**src/rtl/if_stage.sv**
```systemverilog
// Instruction-fetch stage: PC register, next-PC selection and the IF/ID pipeline register.
// Redirect priority is EX branch > ID illop > stall > interrupt entry > ID jump > sequential.
module if_stage #(
   parameter logic [31:0] RESET_PC   = 32'h8000_0000,
   parameter logic [31:0] ILLOP_ADDR = 32'h8000_0004,
   parameter logic [31:0] XADR_ADDR  = 32'h8000_0008
) (
   input  logic        clk,
   input  logic        reset,
   input  logic        stall,
   input  logic        ex_br_taken,
   input  logic [31:0] ex_br_target,
   input  logic        id_jump,
   input  logic [31:0] id_jump_target,
   input  logic        id_illop,
   input  logic        irq,
   input  logic [31:0] instr_in,
   output logic [31:0] pc,
   output logic [31:0] IF2ID_PC_out,
   output logic [31:0] IF2ID_Instr_out,
   output logic        IF2ID_irq_out,
   output logic        flush_ID2EX,
   output logic        irq_pending
);

   typedef enum logic [2:0] {
      SEL_BRANCH,
      SEL_ILLOP,
      SEL_STALL,
      SEL_IRQ,
      SEL_JUMP,
      SEL_SEQ
   } sel_t;

   sel_t        sel;
   logic [31:0] pc_seq;
   logic [31:0] pc_next;

   // Sequential increment stays inside the current mode: bit 31 is never carried into.
   assign pc_seq      = {pc[31], pc[30:0] + 31'd4};
   assign flush_ID2EX = ex_br_taken | id_illop;

   always_comb begin
      sel = SEL_SEQ;
      if (ex_br_taken)
         sel = SEL_BRANCH;
      else if (id_illop)
         sel = SEL_ILLOP;
      else if (stall)
         sel = SEL_STALL;
      else if (irq_pending && !pc[31])
         sel = SEL_IRQ;
      else if (id_jump)
         sel = SEL_JUMP;
   end

   always_comb begin
      pc_next = pc_seq;
      case (sel)
         // A branch cannot change privilege: keep the current mode bit.
         SEL_BRANCH: pc_next = {pc[31], ex_br_target[30:0]};
         SEL_ILLOP:  pc_next = ILLOP_ADDR;
         SEL_STALL:  pc_next = pc;
         SEL_IRQ:    pc_next = XADR_ADDR;
         SEL_JUMP:   pc_next = id_jump_target;
         default:    pc_next = pc_seq;
      endcase
   end

   always_ff @(posedge clk or posedge reset) begin
      if (reset) begin
         pc              <= RESET_PC;
         IF2ID_PC_out    <= RESET_PC;
         IF2ID_Instr_out <= 32'h0;
         IF2ID_irq_out   <= 1'b0;
         irq_pending     <= 1'b0;
      end else begin
         pc <= pc_next;
         if (sel != SEL_STALL) begin
            IF2ID_PC_out    <= pc_seq;
            IF2ID_Instr_out <= (sel == SEL_SEQ) ? instr_in : 32'h0;
            IF2ID_irq_out   <= (sel == SEL_IRQ);
         end
         // A still-asserted request re-arms pending on the same edge that takes entry.
         if (irq)
            irq_pending <= 1'b1;
         else if (sel == SEL_IRQ)
            irq_pending <= 1'b0;
      end
   end

endmodule

```
**config.mk**
```make
export PLATFORM = sky130hd
export DESIGN_NAME = if_stage
export DESIGN_NICKNAME = d
export VERILOG_FILES = /design/src/rtl/if_stage.sv
export SDC_FILE = /design/constraint.sdc
export NUM_CORES = 1
export LEC_CHECK = 0
export CAP_MARGIN = 5
export CORE_ASPECT_RATIO = 1.75
export CORE_UTILIZATION = 47
export CTS_CLUSTER_SIZE = 14
export DETAILED_ROUTE_END_ITERATION = 10
export GPL_TIMING_DRIVEN = 0
export PLACE_DENSITY = 0.95
export SYNTH_ARGS = -nofsm -noshare
export SYNTH_HDL_FRONTEND = slang
export SYNTH_SLANG_ARGS = --single-unit
```
**constraint.sdc**
```tcl
create_clock -name clk -period 6.9 [get_ports clk]
set_input_delay 1.38 -clock clk [delete_from_list [all_inputs] [get_ports clk]]
set_output_delay 1.38 -clock clk [all_outputs]
set_load 0.01 [all_outputs]
```
**Yosys cells after proc, flatten, opt, wreduce, memory -nomap -nowiden**

Cells that the tools add are included.

- Bits in registers: 98
- Bits of input ports: 103

- Bitwise operators: 3
- Equality and inequality tests: 6
- Multiplexer cells: 9
- Add/subtract/negate cells: 1
- Reduce and logical (&&, ||, !) cells: 6

Operators with widths:

| kind | count |
|---|---|
| $pmux 32 s5 | 1 |
| $mux 32 | 1 |
| $add 31x3->31 const B | 1 |
| $mux 3 | 4 |
| $eq 3x2->1 const B | 2 |
| $eq 3x3->1 const B | 2 |
| $eq 3x1->1 const B | 1 |
| $logic_not 3->1 | 1 |
| $mux 1 | 3 |
| $ne 3x2->1 const B | 1 |
| $reduce_and 3->1 | 1 |
| $reduce_bool 3->1 | 1 |
| $not 1->1 | 2 |
| $reduce_bool 2->1 | 1 |
| $logic_and 1x1->1 | 1 |
| $logic_not 1->1 | 1 |
| $or 1x1->1 | 1 |

**Longest topological paths before layout**

- Word-level depth: 9
- Mapped depth: 8

**Worst setup path after synthesis**

No wires, ideal clock.

- Kind: input to output
- Start: input id_illop
- End: output flush_ID2EX
- Buffers on the path: 0
- Required time: 5520 ps
- Setup slack: 3814 ps
- Arrival time: 1706 ps
- Stages: 2
- Cell sequence: nor2_1 > inv_2

- Cells in the longest elaborated chain, start to end: 1

RTL lines:

| element | line | source |
|---|---|---|
| start: declaration | 15 | `input logic id_illop,` |
| $or 1x1->1 | 41 | `assign flush_ID2EX = ex_br_taken \| id_illop;` |
| end: declaration | 22 | `output logic flush_ID2EX,` |

No other way between the ends.

**Final worst setup path**

- Start: input ex_br_taken
- End: output flush_ID2EX

- Cells in the longest elaborated chain, start to end: 1

RTL lines:

| element | line | source |
|---|---|---|
| start: declaration | 11 | `input logic ex_br_taken,` |
| $or 1x1->1 | 41 |  |

No other way between the ends.

==> summary.md <==
| Metric | Value |
|---|---|
| Fin Setup TNS | `0 ns` |
| Cells after Synth | `547` |
| GP Congestion | `0.893` |
| Cell variety after synth | `60` |
| CP Max Fanout | `9` |
| Clk slew on worst S/H paths | `0.06 ns` |
| Worst Skew | `0.00772 ns` |
| WL per Instance | `20.2 um` |
| Worst IR drop on VDD | `192 uV` |
| DRT met1 WL | `6.14 mm` |
| Setup ws final | `2.67 ns` |
| Die Y | `138 um` |
| Maximum clock rate | `roughly 240 MHz` |
| Die width | `about 80 um` |
| Setup Viol. Count Final | `0` |
| DR pass1 iterations | `5` |
| FF+latch area | `2450 sq um` |
| Vias in the first global route | `about 5.4k` |
| Htree depth | `3` |
| Worst Path Required | `around 5.5 ns` |
| Cts bufs inserted | `9` |
| RR Startpoint | `pc[31]` |
| Slew Viols, Final | `0` |
| Dpl hpwl | `13.3 mm` |
| DP Cell Count | `874` |
| Kind of critical path | `primary input to output pin` |
| Via count | `about 5.3k` |
| Highest routed metal layer | `met4` |
| DRT iter0 DRCs | `448` |
| Met2 wirelength from detailed routing | `9.37 mm` |
| Synth top area cells | `dfrtp_1 (48%), nand2_1 (8.5%), nand3_1 (4.1%), o21ai_0 (3.5%), xnor2_1 (3.3%)` |
| Post-CTS Setup Bufs | `0` |
| Inserted Diodes | `0` |
| Post-synthesis register bit count | `98` |
| WL final | `~18 mm` |
| Total GRT Usage | `0.330` |
| Synthesized Nets | `roughly 650` |
| P_leak | `3.14 nW` |
| Worst-Margin Slew | `1.25 ns` |
| Min-Delay Endpoint | `IF2ID_PC_out[31]` |
| I/O Pins | `202` |
| Largest net degree at the start of global routing | `72` |
| Synth Flop Type | `dfrtp_1` |
| Hold Crit Start | `IF2ID_PC_out[31]` |
| Worst Reg-to-Reg Cells | `6` |
| Nets@finish | `862` |
| Port Buffers | `just under 200` |
| Synthesized cell area | `5000 sq um` |
| Die Area | `around 11,000 sq um` |
| Yosys top cell area share | `0.481` |
| Hold depth | `2` |
| Non-Filler Instances | `890` |
| Final worst-path cycle share | `0.614` |
| Filler cell count | `~760` |
| Grt ovf | `0` |
| Pre-CTS WS | `2.68 ns` |
| Avg Inst Size Synth | `9.13 sq um` |
| Worst-Skew Late Latency | `0.34 ns` |
| Starting Density | `0.485` |
| Warnings, synthesis | `0` |
| Max Cap Viol | `0` |
| Min cycle time layout | `approximately 4.2 ns` |
| Worst setup SP type | `primary input` |
| Slew HR | `0.160` |
| Hold-fix buffer count after cts | `0` |
| Crit. End Element | `output pin` |
| Post-CTS Resized | `0` |
| Layout cells sized above 1 | `0.0655` |
| Post-synth EDFFs | `0` |
| Final ANT Viol Nets | `0` |
| Hold WC Path Type | `flip-flop to flip-flop` |
| R2r setup slk | `approximately 4.3 ns` |
| Cell taking the most area after synthesis | `dfrtp_1` |
| Vias per cell | `between 5 and 6` |
| Root buffer cell | `clkbuf_16` |
| CTS tree | `done` |
| CTS Sinks | `98` |
| Outcome | `finished clean` |
| First-pass GRT wire length | `about 28 mm` |
| Area delta synth->final | `50.1%` |
| PD cells | `212 nW/um^2` |
| Fraction of registers with async set or reset after synthesis | `1.00` |
| Met3 routed WL | `1.33 mm` |
| Antenna violations before repair | `0` |
| Core ar. | `10,300 sq um` |
| Clock Tree Buf Depth | `2` |
| RSZ-0062 raised after global routing | `no` |
| Area of the multi-input gates | `2290 sq um` |
| Endpoints failing hold | `0` |
| Arrival @ worst endpoint | `approximately 2.9 ns` |
| Cell Rows | `49` |
| Worst r2r dst | `IF2ID_Instr_out[12]` |
| Post-synthesis sequential area ratio | `0.491` |
| DRC | `0` |
==> Yosys cell counts (4+ instances only) <==
master / instances
xnor2_1: 19
and3_1: 4
xor2_1: 7
a221oi_1: 12
o21ai_0: 35
a21oi_1: 21
dfrtp_1: 96
o22ai_1: 4
buf_2: 8
a222oi_1: 6
nor2_1: 33
nand2_1: 113
clkbuf_1: 29
nor4_4: 4
a311oi_1: 6
inv_1: 13
nand3_1: 41
nor3_1: 12
o21ai_1: 7
a221o_1: 8
==> critical path: stages <==
cell	delay (ns)
clkdlybuf4s50_1	0.51
nor2_1	0.28
inv_2	0.16
clkdlybuf4s50_1	0.53
==> placed cells by master (no fill, tap or decap), types with 3 or more instances in the layout <==
cell type / Yosys / final
a21o_1: 3 / 3
nand3_1: 41 / 41
nand2_1: 113 / 113
buf_4: 3 / 3
clkbuf_16: 0 / 9
clkdlybuf4s50_1: 0 / 199
a221oi_1: 12 / 12
clkbuf_1: 29 / 30
and3_1: 4 / 4
nor3_1: 12 / 12
a21oi_1: 21 / 21
nor4_4: 4 / 4
xor2_1: 7 / 7
o21ai_1: 7 / 7
dfrtp_1: 96 / 96
a22o_1: 3 / 3
o21ai_0: 35 / 35
nand4_1: 3 / 3
clkinvlp_4: 0 / 3
a31oi_1: 3 / 3
o22ai_1: 4 / 4
nor2_1: 33 / 33
a22oi_1: 3 / 3
a311oi_1: 6 / 6
xnor2_1: 19 / 19
nor4_1: 3 / 3
buf_2: 8 / 8
a222oi_1: 6 / 6
inv_1: 13 / 12
a221o_1: 8 / 8
nor3b_1: 3 / 3
==> flip-flops by register name (all words and copies together) (netlist names) <==
signal and cells:
IF2ID_Instr_out 32, IF2ID_PC_out 32, IF2ID_irq_out 1, irq_pending 1, pc 32
==> layer usage <==
layer,track usage,vias up
met5,0,-
li1,-,2365
met3,0.0713,82
met4,0.211,0
met1,0.355,2559
met2,0.569,314
==> worst max path at each step <==
stage,start,endpoint,slack [ns],cells after the start
3_3_place_gp,reset,IF2ID_Instr_out[20],1.62,2
3_5_place_dp,ex_br_taken,IF2ID_Instr_out[12],2.68,8
4_1_cts,ex_br_taken,flush_ID2EX,2.69,4
6_report,ex_br_taken,flush_ID2EX,2.67,4
5_1_grt,ex_br_taken,flush_ID2EX,2.57,4
2_1_floorplan,reset,IF2ID_Instr_out[0],2.96,1
==> logic make-up after synthesis <==
| group | after synthesis | synth area share |
|---|---|---|
| AO/OA/AOI/OAI | 126 | 0.173 |
| XOR/XNOR | 26 | 0.0456 |
| adder cells (fa/ha/maj) | 1 | 0.00250 |
| buffers and inverters | 58 | 0.0508 |
| flip-flops | 98 | 0.491 |
| multiplexers | 1 | 0.00200 |
| AND/OR/NAND/NOR | 237 | 0.235 |
==> through the flow <==
| stage | total power [mW] | cell area (sq um) | utilization | hold slack (ns) |
|---|---|---|---|---|
| 4_1_cts | 1.59 | 7500 | 0.728 | 0.461 |
| 2_1_floorplan | 0.829 | 5000 | - | 0.460 |
| 5_1_grt | 1.65 | 7500 | 0.728 | 0.483 |
| 6_report | 1.59 | 7500 | 0.728 | 0.464 |
| 3_5_place_dp | 1.05 | 7180 | 0.697 | 0.453 |
| 3_3_place_gp | 1.04 | 7150 | 0.694 | 0.445 |
==> area by class of cell <==
| type | count | area share |
|---|---|---|
| Sequential cell | 98 | 0.327 |
| Multi-Input combinational cell | 391 | 0.305 |
| Inverter | 14 | 0.00734 |
| Clock buffer | 10 | 0.0305 |
| Tap cell | 127 | 0.0212 |
| Clock inverter | 6 | 0.0122 |
| Timing Repair Buffer | 200 | 0.269 |
| Buffer | 44 | 0.0269 |
==> power by group <==
group          internal (mW)  switching (mW)
combinational          0.199           0.166
clock                  0.319           0.220
sequential             0.628          0.0551
total                   1.15           0.442
(Power assumes the default switching activity.)
